--- src/rtl/drink_code_lookup.sv ---
// Drink-code lookup: sequential scan of a rewritable code/stock table, one entry per cycle.
// Latency k+1 cycles for a hit at index k, DEPTH cycles for a miss; result held until resp_ready.
module drink_code_lookup #(
   parameter int CODE_W = 4,
   parameter int DEPTH  = 16,
   localparam int IDX_W = $clog2(DEPTH)
) (
   input  logic              clk,
   input  logic              rst_n,
   input  logic              req_valid,
   output logic              req_ready,
   input  logic [CODE_W-1:0] req_code,
   output logic              resp_valid,
   input  logic              resp_ready,
   output logic              resp_found,
   output logic [IDX_W-1:0]  resp_idx,
   output logic              resp_avail,
   input  logic              tbl_we,
   input  logic [IDX_W-1:0]  tbl_addr,
   input  logic [CODE_W-1:0] tbl_code,
   input  logic              tbl_avail,
   output logic              busy
);

   typedef enum logic [1:0] {IDLE, SCAN, RESP} state_t;

   state_t              state_q;
   logic [CODE_W-1:0]   code_q [DEPTH];
   logic                avail_q [DEPTH];
   logic [CODE_W-1:0]   req_code_q;
   logic [IDX_W-1:0]    scan_q;
   logic                resp_valid_q;
   logic                resp_found_q;
   logic [IDX_W-1:0]    resp_idx_q;
   logic                resp_avail_q;
   logic                ready_q;
   logic                busy_q;

   logic                scan_hit;
   logic                scan_last;
   logic                wr_ok;

   // Compare reads the registered table, so a same-cycle write to entry scan_q is not seen.
   assign scan_hit  = (code_q[scan_q] == req_code_q);
   assign scan_last = (scan_q == IDX_W'(DEPTH - 1));
   assign wr_ok     = tbl_we && (32'(tbl_addr) < 32'(DEPTH));

   always_ff @(posedge clk) begin
      if (!rst_n) begin
         state_q      <= IDLE;
         req_code_q   <= '0;
         scan_q       <= '0;
         resp_valid_q <= 1'b0;
         resp_found_q <= 1'b0;
         resp_idx_q   <= '0;
         resp_avail_q <= 1'b0;
         ready_q      <= 1'b1;
         busy_q       <= 1'b0;
         for (int i = 0; i < DEPTH; i++) begin
            code_q[i]  <= CODE_W'(i);
            avail_q[i] <= 1'b1;
         end
      end else begin
         if (wr_ok) begin
            code_q[tbl_addr]  <= tbl_code;
            avail_q[tbl_addr] <= tbl_avail;
         end
         case (state_q)
            IDLE: begin
               if (req_valid) begin
                  req_code_q <= req_code;
                  scan_q     <= '0;
                  state_q    <= SCAN;
                  ready_q    <= 1'b0;
                  busy_q     <= 1'b1;
               end
            end
            SCAN: begin
               if (scan_hit) begin
                  state_q      <= RESP;
                  resp_valid_q <= 1'b1;
                  resp_found_q <= 1'b1;
                  resp_idx_q   <= scan_q;
                  resp_avail_q <= avail_q[scan_q];
               end else if (scan_last) begin
                  state_q      <= RESP;
                  resp_valid_q <= 1'b1;
                  resp_found_q <= 1'b0;
                  resp_idx_q   <= '0;
                  resp_avail_q <= 1'b0;
               end else begin
                  scan_q <= scan_q + IDX_W'(1);
               end
            end
            RESP: begin
               if (resp_ready) begin
                  state_q      <= IDLE;
                  resp_valid_q <= 1'b0;
                  ready_q      <= 1'b1;
                  busy_q       <= 1'b0;
               end
            end
            default: begin
               state_q      <= IDLE;
               resp_valid_q <= 1'b0;
               ready_q      <= 1'b1;
               busy_q       <= 1'b0;
            end
         endcase
      end
   end

   assign req_ready  = ready_q;
   assign resp_valid = resp_valid_q;
   assign resp_found = resp_found_q;
   assign resp_idx   = resp_idx_q;
   assign resp_avail = resp_avail_q;
   assign busy       = busy_q;

endmodule

--- config.mk ---
export PLATFORM = sky130hd
export DESIGN_NAME = drink_code_lookup
export DESIGN_NICKNAME = d
export VERILOG_FILES = /design/src/rtl/drink_code_lookup.sv
export SDC_FILE = /design/constraint.sdc
export NUM_CORES = 1
export LEC_CHECK = 0
export ABC_AREA = 1
export CAP_MARGIN = 20
export CORE_MARGIN = 1
export CORE_UTILIZATION = 33
export DETAILED_ROUTE_END_ITERATION = 10
export PLACE_DENSITY_LB_ADDON = 0.12
export SETUP_SLACK_MARGIN = 0.5
export SYNTH_ARGS = -nofsm -noshare
export SYNTH_HDL_FRONTEND = slang
export SYNTH_SLANG_ARGS = --single-unit
export TNS_END_PERCENT = 100
--- constraint.sdc ---
create_clock -name clk -period 2.37 [get_ports clk]
set_input_delay 0.474 -clock clk [delete_from_list [all_inputs] [get_ports clk]]
set_output_delay 0.474 -clock clk [all_outputs]
set_load 0.1 [all_outputs]
# [Word level (Yosys, flattened, before mapping)]
# Memory sizes are Yosys's and may differ from the RTL's. A register that Yosys moved wholly into a read port is not among the register bits.
# Cells that the tools add are included.
[op_classes] shifts=0 n_eq_ne=9 n_mux=37 order_cmp=0 n_bitwise=2 add_sub_neg=1 n_reduce_logical=11 mul=0 n_div=0
[ops] cell="2-to-1 mux 4 bit" count=12
[ops] cell="2-to-1 mux 1 bit" count=16
[ops] cell="case mux 1 bit (3 select lines)" count=3
[ops] cell="AND reduction 3 bit" count=3
[ops] cell="2-to-1 mux 2 bit" count=4
[ops] cell="inequality test 2 bit, second input constant" count=4
[ops] cell="case mux 4 bit (2 select lines)" count=1
[ops] cell="case mux 2 bit (3 select lines)" count=1
[ops] cell="adder 4 x 1 -> 4 bit, second input constant" count=1
[ops] cell="equality test 4 bit" count=1
[ops] cell="equality test 4 bit, second input constant" count=1
[ops] cell="AND reduction 2 bit" count=2
[ops] cell="AND reduction 4 bit" count=1
[ops] cell="nonzero test 2 bit" count=2
[ops] cell="OR reduction 4 bit" count=1
[ops] cell="inequality test 3 bit, second input constant" count=1
[ops] cell="equality test 2 x 1 -> 1 bit, second input constant" count=1
[ops] cell="equality test 2 bit, second input constant" count=1
[ops] cell="logical NOT 2 bit" count=1
[ops] cell="NOT 1 bit" count=2
[ops] cell="OR reduction 1 bit" count=1
[word_totals] reg_bits=19 inputBits=18 ram_bits=80 memories=2 latch_bits=0 mem_bits_ro=0
[memory_table] memory="code_q" words=16 word_bits=4 rd=1 rd_clocked_by_memory_dff=1 write_ports=16 line="28" source="logic [CODE_W-1:0] code_q [DEPTH];"
[memory_table] memory="avail_q" words=16 word_bits=1 rd=1 rd_clocked_by_memory_dff=1 write_ports=16 line="29" source="logic avail_q [DEPTH];"

# [Depth between registers and ports, before layout]
# Gate-level depths: netlist of run 1.
[depth] ltp_word=6 depth_mapped=19

# [Worst setup path after synthesis of run 1]
# Ideal clock, no wire load.
[synth_path] path_type="register to register" start="reg (tool-made name)" end="reg (tool-made name)" setup_slack_ps=720 t_arrival_ps=1534 stages_incl_launch_ff=18 t_required_ps=2254 setup_time_ps=116 path_cell_list="dfxtp_1 buf_6 inv_4 buf_6 nand2_1 nand2_1 nand2_1 nand3_1 nand3_1 nand2_1 nand2_1 nand2_2 nor2_4 nand2_2 nand2_4 nand2_4 nor2_1 nor2_1"

==> key figures, run 1 <==
Clocking
  • H-Tree Depth: 3
  • Clock latency on the worst-skew pair: 340 ps
  • CTS Hold Bufs: 0
  • CTS Buf Count: 9
  • CTS tree: done
  • Root buffer cell: clkbuf_16
  • Max clock buf depth: 2
  • Clock slew at reported path FFs: 70 ps
  • CTS sink cnt: 103

Drt
  • Pre-antenna DRT Iters: 5
  • Vias per cell: approximately 4.7
  • Drt total wl: around 12 mm
  • Detail Route Antenna Nets: 0
  • Initial DRC count: 293
  • DRC: 0
  • Vias: approximately 3.8k
  • Avg WL per Cell: 15.4 um

Die
  • Chip Height: 124 um
  • # rows: 44
  • Die W: 124 um
  • Starting density of the core: 0.338
  • Core area: around 15000 um^2
  • Io pins: 27
  • Die area: around 15000 um^2

Timing
  • Slew Limit Fails: 0
  • Clock Skew: about 8.3 ps
  • RSZ-0062 raised after global routing: yes
  • Final setup margin: approximately 360 ps
  • Slew HR: 0.648
  • Tcrit/Tclk final: 0.848
  • Final setup vio count: 0
  • Final hold violations: 0
  • TNS Setup: 0 ps
  • Least-Margin Pin Slew: ~530 ps
  • Min Hold Slack: around 470 ps
  • FMAX: 497 MHz
  • Period minus WS final: ~2000 ps

Critical path
  • Critical path arrival: between 2000 and 2500 ps
  • Reg-to-reg slack, setup: roughly 360 ps
  • Crit path capture type: flip-flop
  • Setup CP Type: flip-flop to flip-flop
  • Worst endpoint required time: between 2000 and 3000 ps
  • Worst-path fanout max: 10
  • Critical path launch point type: flip-flop

Flow run
  • Max Cap Viol: 0

Finish
  • Total Nets Final: about 640
  • Diodes inserted: 0
  • Most frequent cells in the layout: 177 x nand2_1, 80 x edfxtp_1, 74 x inv_1
  • Fill cells: roughly 1.5k
  • Syn-to-layout area delta: 22.2%
  • Most common cell after layout, fill and taps aside: nand2_1
  • Final core utilization: 0.413
  • Final instance area: ~6000 um^2
  • Layout cells sized above 1: 0.170

Logic synthesis
  • Mapped cell area: roughly 4900 um^2
  • Synth async-reset ratio: 0
  • #FFs+latches synth: approximately 100
  • Synth cell types: 24
  • Yosys Warn Count: 0
  • Syn_area_per_cell: around 8.4 um^2
  • Most area-hungry cell type in the Yosys netlist: edfxtp_1
  • Number of flops mapped to enable cells by yosys: 80
  • Top cells by area, synth: edfxtp_1 49%, nand2_1 15%, dfxtp_1 9.4%
  • Sequential cell area fraction in the yosys report: 0.582
  • Commonest register cell after synthesis: edfxtp_1
  • Cells after Synth: just under 600
  • Post-synth top area share: 0.488
  • Syn Nets: about 600

GRT
  • Total track usage: 0.172
  • Initial antenna violation count: 0
  • Pin count of the biggest net entering global routing: 41
  • Vias in the first global route: about 3.6k
  • Total gr overflow: 0
  • First-pass GRT wire length: around 19 mm

Placed design
  • Cell Area, Placed: between 5000 and 6000 um^2
  • PortBufs: 26
  • Post-DP HPWL: 7.95 mm
  • Dpl ws: -13.6 ps
  • RD Place Congestion: about 0.77

Hold path
  • Hold Crit Class: flip-flop to flip-flop
  • HP Start: resp_found$_SDFFE_PN0P_

Power and ir drop
  • Power Density: 723 nW/um^2
  • Worst vdd ir: 0.354 mV
  • Static Leak: 0.00246 uW

Outcome
  • Status: finished, final reports clean
-- where the power goes --
part | internal (uW) | total (uW) | switching (uW) | leakage (uW)
Sequential | 2050 | 2110 | 56.2 | 0.000976
Combinational | 258 | 759 | 501 | 0.00134
Clock | 830 | 1480 | 648 | 0.000151
Total | 3140 | 4340 | 1200 | 0.00246
-- sequential cells by signal (all words and copies together) (netlist names), named ones only --
| signal | cells |
|---|---|
| resp_idx | 4 |
| busy | 1 |
| avail_q | 16 |
| resp_valid | 1 |
| scan_q | 4 |
| resp_found | 1 |
| state_q | 2 |
| resp_avail | 1 |
| code_q | 64 |
| req_ready | 1 |
| req_code_q | 4 |
-- final timing paths --
kind | to | depth (start not counted)
hold reg to reg | resp_found$_SDFFE_PN0P_ | 2
setup reg to reg | resp_valid$_SDFFE_PN0P_ | 17
hold / removal | resp_found$_SDFFE_PN0P_ | 2
setup / recovery | resp_valid$_SDFFE_PN0P_ | 17
-- metrics by stage --
stage                     instances  total power, uW
after global placement          786             2790
after detailed placement        786             2790
after floorplan                 583             2600
after global routing            809             4530
after CTS                       807             4340
final                           809             4340
-- kinds of logic after synthesis --
family	after synthesis	synth area share
compound gates	41	0.0427
flops	103	0.582
fa+ha+maj	1	0.00254
buf+inv	103	0.0928
simple gates	335	0.280
-- layout make-up --
| type | count | area, um^2 | share of cell area |
|---|---|---|---|
| clock buffer | 13 | 282 | 0.0468 |
| clock inverter | 3 | 15.0 | 0.00250 |
| multi-input combinational | 377 | 1770 | 0.295 |
| timing repair buffer | 49 | 520 | 0.0866 |
| tap | 184 | 230 | 0.0383 |
| sequential | 103 | 2870 | 0.477 |
| inverter | 80 | 322 | 0.0535 |
-- layer usage --
layer  part of all wire  vias to the layer above  GRT usage
li1                   -                     1925          -
met1               0.46                     1787      0.230
met2               0.48                       95      0.273
met3              0.049                       13     0.0408
met4              0.012                        0     0.0536
met5                  0                        -          0
-- critical path: stages, from the launching register on --
cell     delay [ps]
dfxtp_4         410
buf_12          140
buf_16          140
nand2_1          90
nand3_2         110
nand3_1         100
nand3_2         110
nand2_1          90
nand2_1          50
nand2_1          50
nand2_1          60
inv_2            80
nand2_2          70
nand2_4         110
buf_4           120
nand2_2          40
nand2_2          60
a21oi_2          50
-- synth_stat cells, types with 3 or more instances --
cell type / instances
a21oi_1: 19
buf_2: 3
buf_4: 5
buf_6: 6
clkbuf_1: 9
dfxtp_1: 23
edfxtp_1: 80
inv_1: 75
inv_2: 3
nand2_1: 192
nand2_2: 3
nand3_1: 54
nor2_1: 77
nor3_1: 4
o21ai_0: 16
o22ai_1: 4
-- what timing repair did --
item	4_1_cts	5_1_grt
buffers inserted	2	1
cloned	3	1
endpoints found under the hold margin	0	0
pin swaps	4	17
endpoints found under the setup margin	67	110
gates resized for setup	37	25
Power figures use the tool's default switching activity.
==> run 2: changes to the inputs <==
==> constraint.sdc (replaced) <==
create_clock -name clk -period 1.62 [get_ports clk]
set_input_delay 0.324 -clock clk [delete_from_list [all_inputs] [get_ports clk]]
set_output_delay 0.324 -clock clk [all_outputs]
set_load 0.1 [all_outputs]
==> key figures, run 2 (same netlist as run 1, synthesis figures left out) <==
Outcome
  • Status: complete, but fails checks
  • Violated checks: setup timing

Power and ir drop
  • Worst vdd ir: 0.610 mV
  • Power Density: 961 nW/um^2
  • Static Leak: 0.00276 uW
  • Tot Pwr: around 6700 uW

Clocking
  • Clock latency on the worst-skew pair: 350 ps
  • Max clock buf depth: 2
  • Root buffer cell: clkbuf_16
  • CTS tree: done
  • H-Tree Depth: 3
  • CTS sink cnt: ~100
  • CTS Hold Bufs: 0
  • Clock slew at reported path FFs: 70 ps
  • CTS Buf Count: 9

Placed design
  • Post-DP HPWL: approximately 8.3 mm
  • Cell Area, Placed: 6160 um^2
  • Dpl ws: -355 ps
  • RD Place Congestion: 0.796
  • DP Cell Count: 816
  • PortBufs: 26

Finish
  • Largest registers: code_q x64, avail_q x16
  • Max reg flops: 64
  • Final instance area: around 7000 um^2
  • Layout cells sized above 1: 0.354
  • Most common cell after layout, fill and taps aside: nand2_1
  • Fill cells: 1382
  • Syn-to-layout area delta: 41.4%
  • Diodes inserted: 0
  • Most flop-heavy register: code_q
  • Total Nets Final: between 600 and 700
  • Most frequent cells in the layout: 151 x nand2_1, 80 x edfxtp_1, 53 x inv_1
  • Fin cells: between 800 and 900

GRT
  • Initial antenna violation count: 0
  • First-pass GRT wire length: between 15 and 20 mm
  • Total gr overflow: 0
  • Pin count of the biggest net entering global routing: 24
  • Total track usage: 0.170
  • Vias in the first global route: 3746

Drt
  • Vias: 3878
  • Detail Route Antenna Nets: 0
  • Avg WL per Cell: ~15 um
  • Drt total wl: between 10 and 15 mm
  • Initial DRC count: between 200 and 250
  • DRC: 0
  • Pre-antenna DRT Iters: 4
  • Vias per cell: about 4.6

Timing
  • Slew Limit Fails: 0
  • RSZ-0062 raised after global routing: yes
  • Period minus WS final: 1850 ps
  • Final hold violations: 0
  • Tcrit/Tclk final: 1.14
  • FMAX: 539 MHz
  • TNS Setup: -3230 ps
  • Final setup margin: -234 ps
  • Least-Margin Pin Slew: 360 ps
  • Slew HR: 0.760
  • Clock Skew: about 5.6 ps
  • Final setup vio count: 17

Die
  • Core area: about 15000 um^2
  • Chip Height: between 100 and 150 um
  • Die W: 124 um
  • Starting density of the core: 0.338
  • Io pins: 27
  • Die area: between 15000 and 20000 um^2
  • # rows: 44

Critical path
  • Crit path capture type: flip-flop
  • Crit-path cells: buf_8 > nor2_1 > nor2_1 > o21ai_1 > nand3_1 > nand3_2 > nand2_1 > nand2_1 > nand2_2 > nor2_4 > nand2_2 > nand2_4 > nand2_4 > nand2_1 > nand2_1 > nor2_1
  • Worst endpoint required time: 1900 ps
  • Critical path launch point type: flip-flop
  • Worst-path fanout max: 20
  • Critical-path top delay cell: dfxtp_4
  • Critical path arrival: roughly 2100 ps
  • Setup CP Type: flip-flop to flip-flop
  • Worst R2R Path Depth: 16
  • Reg-to-reg slack, setup: -230 ps
  • Most frequent CP cell: nand2_1
  • CP max stage delay: approximately 380 ps

Hold path
  • Hold Crit Class: primary input to flip-flop
  • HP Start: rst_n
  • Worst hold path cell count: 3
  • Hold Path Sink: req_ready$_SDFFE_PN1P_

Flow run
  • Max Cap Viol: 0
[run 2: stage by stage]
stage | utilization | hold WS, ps
2_1_floorplan | - | 444
3_3_place_gp | 0.424 | 467
3_5_place_dp | 0.424 | 468
4_1_cts | 0.453 | 412
5_1_grt | 0.478 | 421
6_report | 0.478 | 410
[run 2: timing repair]
| item | CTS | global route |
|---|---|---|
| setup buffers | 4 | 5 |
| setup endpoints to repair | 187 | 149 |
| pin swaps | 11 | 20 |
| gates resized for setup | 44 | 88 |
| cloned | 0 | 1 |
[run 2: area by class of cell]
class / instances / area, um^2 / area share
clock buffers: 11 / 233 / 0.0335
repair buffers: 82 / 1000 / 0.144
well taps: 184 / 230 / 0.0331
inverters: 80 / 345 / 0.0497
clock inverters: 5 / 82.6 / 0.0119
multi-input cells: 377 / 2180 / 0.314
flip-flops and latches: 103 / 2880 / 0.414
[run 2: how the worst max path moves through the flow]
| stage | start | endpoint | slack, ps |
|---|---|---|---|
| 2_1_floorplan | flip-flop | flip-flop | -10 |
| 3_3_place_gp | flip-flop | resp_valid$_SDFFE_PN0P_ | -330 |
| 3_5_place_dp | flip-flop | state_q[1]$_SDFFE_PN0P_ | -360 |
| 4_1_cts | flip-flop | flip-flop | -200 |
| 5_1_grt | flip-flop | flip-flop | -360 |
| 6_report | flip-flop | flip-flop | -230 |
[run 2: where the power goes]
part | leakage [uW] | internal (uW) | switching (uW)
Combinational | 0.00163 | 486 | 774
Sequential | 0.000980 | 3000 | 86.1
Clock | 0.000154 | 1360 | 974
Total | 0.00276 | 4850 | 1830
[run 2: per-layer routing]
layer | up-vias | track usage | routed length [um]
li1 | 1989 | - | -
met1 | 1804 | 0.224 | 5350
met2 | 71 | 0.283 | 6180
met3 | 14 | 0.0247 | 555
met4 | 0 | 0.0610 | 205
met5 | - | 0 | 0
[run 2: critical path, delay by kind of cell, from the launching register on]
| family | cells | cell delay [ps] |
|---|---|---|
| simple gates | 14 | 1150 |
| flops | 1 | 380 |
| buf+inv | 1 | 160 |
| compound gates | 1 | 70 |
==> run 3: changes to the inputs <==
==> constraint.sdc (replaced) <==
create_clock -name clk -period 1.7 [get_ports clk]
set_input_delay 0.34 -clock clk [delete_from_list [all_inputs] [get_ports clk]]
set_output_delay 0.34 -clock clk [all_outputs]
set_load 0.1 [all_outputs]
==> key figures, run 3 (same netlist as run 1, synthesis figures left out) <==
Finish
  • Fin cells: ~840
  • Total Nets Final: approximately 670
  • Multi-input logic area: 2010 um^2
  • FF/Latch Area: around 2900 um^2
  • Diodes inserted: 0
  • Most frequent cells in the layout: 167 x nand2_1, 80 x edfxtp_1, 60 x inv_1
  • Largest registers: code_q x64, avail_q x16
  • Fill cells: 1421
  • Layout cells sized above 1: 0.307
  • Most common cell after layout, fill and taps aside: nand2_1
  • Max reg flops: 64
  • Syn-to-layout area delta: 37.2%
  • Most flop-heavy register: code_q

Critical path
  • Crit path capture type: flip-flop
  • Critical path launch point type: flip-flop
  • Critical path arrival: between 2000 and 2500 ps
  • Worst R2R Path Depth: 16
  • Setup CP Type: flip-flop to flip-flop
  • Worst-path fanout max: 6
  • Worst endpoint required time: a little under 2000 ps

Clocking
  • CTS sink cnt: 103
  • Clock latency on the worst-skew pair: roughly 360 ps
  • Max clock buf depth: 2
  • H-Tree Depth: 3
  • CTS tree: done
  • Clock slew at reported path FFs: 70 ps
  • Root buffer cell: clkbuf_16
  • CTS Buf Count: 9
  • CTS Hold Bufs: 0

Die
  • # rows: between 40 and 50
  • Io pins: 27
  • Die W: approximately 120 um
  • Die area: around 15000 um^2
  • Core area: about 15000 um^2
  • Starting density of the core: 0.338
  • Chip Height: ~120 um

GRT
  • Initial antenna violation count: 0
  • M2 GR Usage: 0.285
  • Total gr overflow: 0
  • First-pass GRT wire length: roughly 20 mm
  • Grt met1 use: 0.240
  • Busiest grt layer: met2
  • Met3 usage: 0.0256
  • Total track usage: 0.178
  • Vias in the first global route: around 3.8k
  • Pin count of the biggest net entering global routing: 24

Timing
  • Final hold violations: 0
  • Clock Skew: between 6 and 7 ps
  • Slew HR: 0.736
  • Final setup vio count: 17
  • TNS Setup: -3100 ps
  • Tcrit/Tclk final: 1.14
  • Final setup margin: -233 ps
  • Min Hold Slack: between 400 and 500 ps
  • Period minus WS final: between 1500 and 2000 ps
  • FMAX: slightly above 500 MHz
  • Slew Limit Fails: 0
  • Least-Margin Pin Slew: 397 ps
  • RSZ-0062 raised after global routing: yes

Placed design
  • RD Place Congestion: about 0.85
  • Post-DP HPWL: 8.63 mm
  • DP Cell Count: about 810
  • PortBufs: 26
  • Dpl ws: -351 ps

Drt
  • Avg WL per Cell: about 15 um
  • Initial DRC count: approximately 270
  • Detail Route Antenna Nets: 0
  • Vias per cell: 4.68
  • Vias: approximately 4k
  • DRC: 0
  • Drt total wl: approximately 12 mm
  • Pre-antenna DRT Iters: 5

Power and ir drop
  • Clock share of power: 0.324
  • Worst vdd ir: roughly 0.56 mV
  • Combinational share of power: 0.198
  • Static Leak: between 0.002 and 0.003 uW
  • Power Density: ~910 nW/um^2
  • Internal power: between 4000 and 5000 uW
  • Switching power: 1790 uW
  • Tot Pwr: 6150 uW
  • Sequential fraction of design power: 0.478
  • Switching share of power: 0.291

Outcome
  • Violated checks: setup timing
  • Status: complete, but fails checks

Flow run
  • Max Cap Viol: 0

Hold path
  • Hold Crit Class: flip-flop to flip-flop
  • Worst hold path cell count: 2
-- run 3: what timing repair did --
action / in CTS / in global routing
pin swaps: 22 / 15
endpoints found under the setup margin: 186 / 113
resized for setup: 60 / 30
cloned: 2 / 1
setup buffers: 8 / 2
-- run 3: final timing paths --
| path | start | slack, ps | to |
|---|---|---|---|
| max | flip-flop | -230 | state_q[0]$_SDFFE_PN0P_ |
| min | req_code_q[2]$_SDFFE_PN0P_ | 480 | req_code_q[2]$_SDFFE_PN0P_ |
| max reg2reg | flip-flop | -230 | state_q[0]$_SDFFE_PN0P_ |
| min reg2reg | req_code_q[2]$_SDFFE_PN0P_ | 480 | req_code_q[2]$_SDFFE_PN0P_ |
-- run 3: area by class of cell --
cell class                 instances  share of cell area
clock buffer                       9              0.0334
clock inverter                     7             0.00853
inverter                          80              0.0515
multi-input combinational        377               0.297
sequential                       103               0.426
tap                              184              0.0341
timing repair buffer              83               0.149
-- run 3: power by group through the flow --
stage | clock, uW | sequential [uW] | combinational, uW
2_1_floorplan | 0 | 3030 | 637
3_3_place_gp | 0 | 2990 | 1060
3_5_place_dp | 0 | 2990 | 1070
4_1_cts | 2040 | 2940 | 1170
5_1_grt | 2120 | 2960 | 1340
6_report | 1990 | 2940 | 1220
-- run 3: stage by stage --
stage               area, um^2   util
finish                    6750  0.464
global route              6750  0.464
CTS                       6600  0.454
detailed placement        6050  0.416
global placement          6050  0.416
floorplan                 5160      -
-- run 3: layer usage --
metal / vias to the layer above / share of wire
met1: 1852 / 0.46
met4: 0 / 0.016
met5: - / 0
met3: 13 / 0.043
met2: 86 / 0.49
li1: 1998 / -
-- run 3: critical path, stage by stage, from the launching register on --
cell       delay, ps
dfxtp_2          330
buf_12           140
inv_12            90
clkbuf_16        140
nand2_1           50
nand3_1           90
nand3_2          110
nand3_2          100
nand2_1           60
nand2_1           70
nand2_2           60
nor2_4           140
nand2_2           80
nand2_4          110
buf_4            120
buf_6             80
a21oi_2           40
